$ cat src/rtl/cmac_msg_sequencer.sv
// Sequencer for one AES-CMAC run: loads the key, streams padded 128-bit blocks
// into the CMAC core with last-block signalling, and returns the tag.
module cmac_msg_sequencer #(
  parameter int unsigned LEN_W   = 16,
  parameter int unsigned TIMEOUT = 255
) (
  input  logic             CLK,
  input  logic             Rst_n,
  input  logic             start,
  input  logic [127:0]     key,
  input  logic [LEN_W-1:0] msg_len,
  input  logic [127:0]     s_data,
  input  logic             s_valid,
  output logic             s_ready,
  output logic             core_ld_key,
  output logic             core_ld_block,
  output logic             core_last,
  output logic [7:0]       core_last_len,
  output logic [127:0]     core_key,
  output logic [127:0]     core_text,
  input  logic             core_done,
  input  logic [127:0]     core_text_out,
  output logic [127:0]     tag,
  output logic             tag_valid,
  output logic             busy,
  output logic             err
);

  localparam int unsigned CNT_W = LEN_W - 4;
  localparam int unsigned TMO_W = $clog2(TIMEOUT + 1);
  localparam logic [TMO_W-1:0] TMO_MAX = TMO_W'(TIMEOUT);

  localparam logic [2:0] S_IDLE     = 3'd0;
  localparam logic [2:0] S_KEY_LD   = 3'd1;
  localparam logic [2:0] S_KEY_WAIT = 3'd2;
  localparam logic [2:0] S_FETCH    = 3'd3;
  localparam logic [2:0] S_BLK_LD   = 3'd4;
  localparam logic [2:0] S_BLK_WAIT = 3'd5;

  logic [2:0]       r_state,      w_state_nxt;
  logic [CNT_W-1:0] r_blk_cnt,    w_blk_cnt_nxt;
  logic [TMO_W-1:0] r_tmo,        w_tmo_nxt;
  logic [127:0]     r_key,        w_key_nxt;
  logic             r_len_zero,   w_len_zero_nxt;
  logic [CNT_W-1:0] r_last_idx,   w_last_idx_nxt;
  logic [4:0]       r_last_bytes, w_last_bytes_nxt;
  logic [127:0]     r_text,       w_text_nxt;
  logic             r_last,       w_last_nxt;
  logic [127:0]     r_tag,        w_tag_nxt;
  logic             r_tag_valid,  w_tag_valid_nxt;
  logic             r_err,        w_err_nxt;
  logic             r_s_ready,    w_s_ready_nxt;
  logic             r_ld_key,     w_ld_key_nxt;
  logic             r_ld_block,   w_ld_block_nxt;
  logic             r_busy,       w_busy_nxt;

  logic [127:0]     w_fetch_word;
  logic             w_fetch_last;
  logic [127:0]     w_padded;

  // Final-block padding: keep bytes below R, byte R = 0x80, zero the rest
  always_comb begin
    w_fetch_word = r_len_zero ? 128'd0 : s_data;
    w_fetch_last = (r_blk_cnt == r_last_idx);
    w_padded     = w_fetch_word;
    if (w_fetch_last) begin
      for (int b = 0; b < 16; b++) begin
        if (b == int'(r_last_bytes))
          w_padded[127-8*b -: 8] = 8'h80;
        else if (b > int'(r_last_bytes))
          w_padded[127-8*b -: 8] = 8'h00;
      end
    end
  end

  // Next-state and registered-output logic
  always_comb begin
    w_state_nxt      = r_state;
    w_blk_cnt_nxt    = r_blk_cnt;
    w_tmo_nxt        = r_tmo;
    w_key_nxt        = r_key;
    w_len_zero_nxt   = r_len_zero;
    w_last_idx_nxt   = r_last_idx;
    w_last_bytes_nxt = r_last_bytes;
    w_text_nxt       = r_text;
    w_last_nxt       = r_last;
    w_tag_nxt        = r_tag;
    w_tag_valid_nxt  = 1'b0;
    w_err_nxt        = r_err;
    w_s_ready_nxt    = 1'b0;
    w_ld_key_nxt     = 1'b0;
    w_ld_block_nxt   = 1'b0;

    case (r_state)
      S_IDLE: begin
        if (start) begin
          w_key_nxt        = key;
          w_len_zero_nxt   = (msg_len == '0);
          w_last_idx_nxt   = (msg_len == '0) ? '0 : CNT_W'((msg_len - LEN_W'(1)) >> 4);
          w_last_bytes_nxt = (msg_len == '0)     ? 5'd0  :
                             (msg_len[3:0] == '0) ? 5'd16 : {1'b0, msg_len[3:0]};
          w_err_nxt        = 1'b0;
          w_blk_cnt_nxt    = '0;
          w_tmo_nxt        = '0;
          w_ld_key_nxt     = 1'b1;
          w_state_nxt      = S_KEY_LD;
        end
      end
      S_KEY_LD: begin
        w_tmo_nxt   = '0;
        w_state_nxt = S_KEY_WAIT;
      end
      S_KEY_WAIT: begin
        if (core_done) begin
          w_s_ready_nxt = !r_len_zero;
          w_state_nxt   = S_FETCH;
        end else if (r_tmo == TMO_MAX) begin
          w_err_nxt   = 1'b1;
          w_state_nxt = S_IDLE;
        end else begin
          w_tmo_nxt = r_tmo + TMO_W'(1);
        end
      end
      S_FETCH: begin
        // Empty message takes an internal zero word without a handshake
        if (r_len_zero || (s_valid && r_s_ready)) begin
          w_text_nxt     = w_padded;
          w_last_nxt     = w_fetch_last;
          w_ld_block_nxt = 1'b1;
          w_state_nxt    = S_BLK_LD;
        end else begin
          w_s_ready_nxt = 1'b1;
        end
      end
      S_BLK_LD: begin
        w_tmo_nxt   = '0;
        w_state_nxt = S_BLK_WAIT;
      end
      S_BLK_WAIT: begin
        if (core_done) begin
          if (r_last) begin
            w_tag_nxt       = core_text_out;
            w_tag_valid_nxt = 1'b1;
            w_state_nxt     = S_IDLE;
          end else begin
            w_blk_cnt_nxt = r_blk_cnt + CNT_W'(1);
            w_s_ready_nxt = 1'b1;
            w_state_nxt   = S_FETCH;
          end
        end else if (r_tmo == TMO_MAX) begin
          w_err_nxt   = 1'b1;
          w_state_nxt = S_IDLE;
        end else begin
          w_tmo_nxt = r_tmo + TMO_W'(1);
        end
      end
      default: begin
        w_state_nxt = S_IDLE;
      end
    endcase

    w_busy_nxt = (w_state_nxt != S_IDLE);
  end

  always_ff @(posedge CLK or negedge Rst_n) begin
    if (!Rst_n) begin
      r_state      <= S_IDLE;
      r_blk_cnt    <= '0;
      r_tmo        <= '0;
      r_key        <= '0;
      r_len_zero   <= 1'b0;
      r_last_idx   <= '0;
      r_last_bytes <= '0;
      r_text       <= '0;
      r_last       <= 1'b0;
      r_tag        <= '0;
      r_tag_valid  <= 1'b0;
      r_err        <= 1'b0;
      r_s_ready    <= 1'b0;
      r_ld_key     <= 1'b0;
      r_ld_block   <= 1'b0;
      r_busy       <= 1'b0;
    end else begin
      r_state      <= w_state_nxt;
      r_blk_cnt    <= w_blk_cnt_nxt;
      r_tmo        <= w_tmo_nxt;
      r_key        <= w_key_nxt;
      r_len_zero   <= w_len_zero_nxt;
      r_last_idx   <= w_last_idx_nxt;
      r_last_bytes <= w_last_bytes_nxt;
      r_text       <= w_text_nxt;
      r_last       <= w_last_nxt;
      r_tag        <= w_tag_nxt;
      r_tag_valid  <= w_tag_valid_nxt;
      r_err        <= w_err_nxt;
      r_s_ready    <= w_s_ready_nxt;
      r_ld_key     <= w_ld_key_nxt;
      r_ld_block   <= w_ld_block_nxt;
      r_busy       <= w_busy_nxt;
    end
  end

  assign s_ready       = r_s_ready;
  assign core_ld_key   = r_ld_key;
  assign core_ld_block = r_ld_block;
  assign core_last     = r_last;
  assign core_last_len = {r_last_bytes, 3'b000};
  assign core_key      = r_key;
  assign core_text     = r_text;
  assign tag           = r_tag;
  assign tag_valid     = r_tag_valid;
  assign busy          = r_busy;
  assign err           = r_err;

endmodule

$ cat config.mk
export PLATFORM = sky130hd
export DESIGN_NAME = cmac_msg_sequencer
export DESIGN_NICKNAME = d
export VERILOG_FILES = /design/src/rtl/cmac_msg_sequencer.sv
export SDC_FILE = /design/constraint.sdc
export NUM_CORES = 1
export LEC_CHECK = 0
export BUFFER_PORTS_ARGS = -buffer_cell sky130_fd_sc_hd__buf_2
export CORE_AREA = 2 2 317 319
export CTS_CLUSTER_DIAMETER = 80
export DETAILED_ROUTE_END_ITERATION = 8
export DIE_AREA = 0 0 319 321
export PLACE_DENSITY = 0.49
export SLEW_MARGIN = 20
export SYNTH_ARGS = -nofsm -noshare
export SYNTH_HDL_FRONTEND = slang
export SYNTH_SLANG_ARGS = --single-unit
$ cat constraint.sdc
create_clock -name CLK -period 2.1 [get_ports CLK]
set_input_delay 0.21 -clock CLK [delete_from_list [all_inputs] [get_ports CLK]]
set_output_delay 0.21 -clock CLK [all_outputs]
set_load 0.02 [all_outputs]
==> impl_metrics.tcl <==
set metrics [dict create \
    grt_pass1_wl_um 107300 \
    antenna_found_initial 8 \
    setup_slack_ps 37.49 \
    tritoncts "built" \
    path_clk_slew_ps 60 \
    pwr-share-seq_pct 36.3 \
    ir_drop_uv 660.5 \
    power_switching_mw 13.38 \
    die_area_um2 102400 \
    cp_max_fo 12 \
    clock_sinks 432 \
    worst_pin_slew_ps 702.2 \
    slew_headroom_pct 53.19 \
    synth_top_cell_area_share_pct 63.69 \
    num-fill-cells 10330 \
    io_buffer_count 800 \
    report.final.setup_viol 0 \
    fin_crit_sh_pct 98.21 \
    slew_viol_final 0 \
    numCtsBuffers 51 \
    grt_start_max_net_pins 66 \
    wl_per_cell_um 17.74 \
    clock-skew-final_ps 32.06 \
    syn_avg_cell_area_um2 11.73 \
    grt.overflow.total 0 \
    hold_path.class "input port to flop" \
    h-tree-depth 2 \
    outcome "complete, no violations" \
    grt_use_total_pct 13.58 \
    yosys.area.top_type "dfrtp_1" \
    drive_above_1_share_pct 41.98 \
    cp_num_cells 8 \
    synth.top_cells.by_area "dfrtp_1 (64%), nand2_1 (9.4%), mux2_2 (8.5%)" \
    ant_nets 0 \
    dieWidth_um 319 \
    crit_type "flop to flop" \
    arrival_ps 2550 \
    worstPathBufferInverterCount 3 \
    cp-startpoint "r_blk_cnt[5]" \
    row_count 116 \
    start_util_pct 17.10 \
    synthCells 1447 \
    root_buffer "clkbuf_16" \
    cap_violations 0 \
    critPathRequiredTime_ps 2590 \
    drt_iter0_drc 771 \
    synth_edf_count 0 \
    dpl_worst_slack_ps -91.29 \
    hold_viol_final 0 \
    via_per_inst 3.976 \
    via_count 16210 \
    placed_area_um2 23420 \
    synthArstFlopShare_pct 100.0 \
    r2r_cells 8 \
    crit_end "core_text[7]" \
    synth_area_um2 16970 \
    crit_path_end_kind "flop" \
    core_um2 99280 \
    reg2reg_from "r_blk_cnt[5]" \
    final_area_um2 29350 \
    ys_types 61 \
    comb_power_share_pct 37.9 \
    startpoint_type "flop" \
    layout_min_cycle_time_ps 2063 \
    ys_seq_area_share_pct 63.69 \
    critPathSlowestCell "dfrtp_1" \
    p_int_mw 21.05 \
    finalWirelength_um 72350 \
    rsz0062_at_grt "yes" \
    drc 0 \
    insertion_delay_ps 610 \
    die_y_um 321 \
    cpLargestDelayFamily "buffers and inverters" \
    yosysWarnings 0 \
    io_pins 804 \
    area_growth_syn_to_layout_pct 72.90 \
    max-clock-path-buffers 3 \
    synthFlopType "dfrtp_1" \
    switching_share_pct 38.87 \
    holdPathStages 4 \
    ff2ff_setup_slack_ps 40 \
    fmax_mhz 484.8 \
    worst_path_largest_cell_delay_ps 430 \
    firstDrtPassIters 6 \
    path_cells "xnor2_1 > nand4_1 > buf_6 > nor4_4 > buf_4 > clkbuf_16 > nor4b_2 > a221o_1" \
    ys_ff_latch 432 \
    nets 3144 \
    power.clock.fraction_pct 25.8 \
    hpwl_um 54430 \
    power_mw 34.43 \
    rr_endpoint "core_text[7]" \
    leakage_nw 15.25 \
    cellPowerDensity_nw_per_um2 1173 \
    finalWeightedCongestion 0.8077 \
    grt_pass1_vias 17030 \
]
[flip-flops by register name, summed over array words and instances (netlist names)]
register and count:
core_last 1, r_len_zero 1, r_tmo 8, s_ready 1
busy 1, tag_valid 1, core_key 128, r_last_idx 12
core_ld_key 1, tag 128, core_ld_block 1, err 1
r_blk_cnt 12, r_last_bytes 5, core_text 128, r_state 3
[routing by layer]
metal	share of wire (%)	vias up	track usage [%]	wire length, µm
li1	-	7568	-	-
met1	43	7937	17.05	31070
met2	46	588	22.00	33390
met3	7.4	117	4.162	5374
met4	3.4	4	4.811	2478
met5	0.041	-	0	30
[power by group through the flow]
| stage | Clock, mW | Combinational (mW) | Sequential, mW |
|---|---|---|---|
| floorplan | 0 | 3.86 | 15.2 |
| finish | 8.89 | 13.0 | 12.5 |
| CTS | 9.20 | 13.1 | 12.5 |
| global placement | 0 | 12.3 | 12.5 |
| detailed placement | 0 | 12.4 | 12.5 |
| global route | 9.55 | 14.1 | 12.8 |
[how the worst min path moves through the flow]
stage          slack, ps   startpoint             to
2_1_floorplan        -90        Rst_n           busy
3_3_place_gp         260        Rst_n  core_text[66]
3_5_place_dp         260        Rst_n  core_text[66]
4_1_cts               20  msg_len[10]  r_last_idx[6]
5_1_grt               70  msg_len[10]  r_last_idx[6]
6_report              90  msg_len[10]  r_last_idx[6]
[synth_stat cells (3+ instances only)]
cell and count:
nand3b_1 3, and3_1 3, nor4_4 3, mux2_2 128, buf_2 13, buf_4 4
a211oi_1 5, nor4b_1 3, xnor2_1 18, o21ai_0 22, nand4_1 8, inv_1 15
nand2b_1 4, nor3_1 9, dfrtp_1 432, a221o_1 9, or4_1 5, mux2i_1 4
nor2_1 31, a22o_1 117, nor4_1 4, o41ai_1 3, o31ai_1 9, clkbuf_1 58
buf_1 7, nand3_1 12, a21o_1 4, and2_1 9, nor2b_1 3, or2_2 4
or3_1 7, a21oi_1 21, xor2_1 10, nand2_1 427
[metrics by stage]
stage	cells	hold slack, ps	utilization, %	TNS, ps
2_1_floorplan	1449	-85.59	-	0
3_3_place_gp	3577	263.9	23.59	-1260
3_5_place_dp	3577	263.3	23.59	-2432
4_1_cts	4067	15.91	29.36	-96.33
5_1_grt	4077	74.40	29.56	-881.3
6_report	4078	85.74	29.56	0
[worst reg2reg max path: cells and delay by family, from the launching register on]
kind                   cells  cell delay [ps]
AO/OA/AOI/OAI              1              260
XOR/XNOR                   1              170
buffers and inverters      3              560
flip-flops                 1              430
AND/OR/NAND/NOR            3              520
[cells in the final DEF, fill, tap and decap left out, types with 9 or more instances in the layout]
cell	instances
a21oi_2	9
a221o_1	9
a22o_1	117
and2_1	9
buf_12	20
buf_2	799
buf_4	87
clkbuf_1	9
clkbuf_16	54
clkbuf_8	13
dfrtp_1	432
dlygate4sd3_1	400
inv_1	14
mux2_2	128
nand2_1	427
nand3_1	11
nor2_1	27
nor3_1	9
o21ai_0	20
o31ai_1	9
xnor2_1	14
xor2_1	10
[cells by family after synthesis]
logic type / count (synthesis) / synth area share (%)
and+or+nand+nor: 544 / 13.77
DFF: 432 / 63.69
AOI/OAI and AO/OA: 211 / 9.870
muxes: 132 / 8.728
buffers and inverters: 97 / 2.329
xor gates and xnor gates: 28 / 1.445
adders and majority gates: 2 / 0.1474
other: 1 / 0.02209
[what timing repair did]
action,in CTS,in global routing
gates cloned,0,1
setup endpoints to repair,87,116
pin swaps,1,9
setup buffers,0,4
hold buffers,399,1
gates resized for setup,10,29
hold endpoints to repair,438,1
[cell type report]
cell class              instances  area (µm²)  area share (%)
well taps                    1298        1624           5.534
clock inverters                16       142.6          0.4860
inverters                      15       61.31          0.2089
clock buffers                  75        1539           5.244
flip-flops and latches        432       10810           36.84
repair buffers               1317        9214           31.40
diodes                          5       12.51         0.04263
multi-input cells             920        5944           20.25
Note: power is estimated with default switching activity, not from simulation.
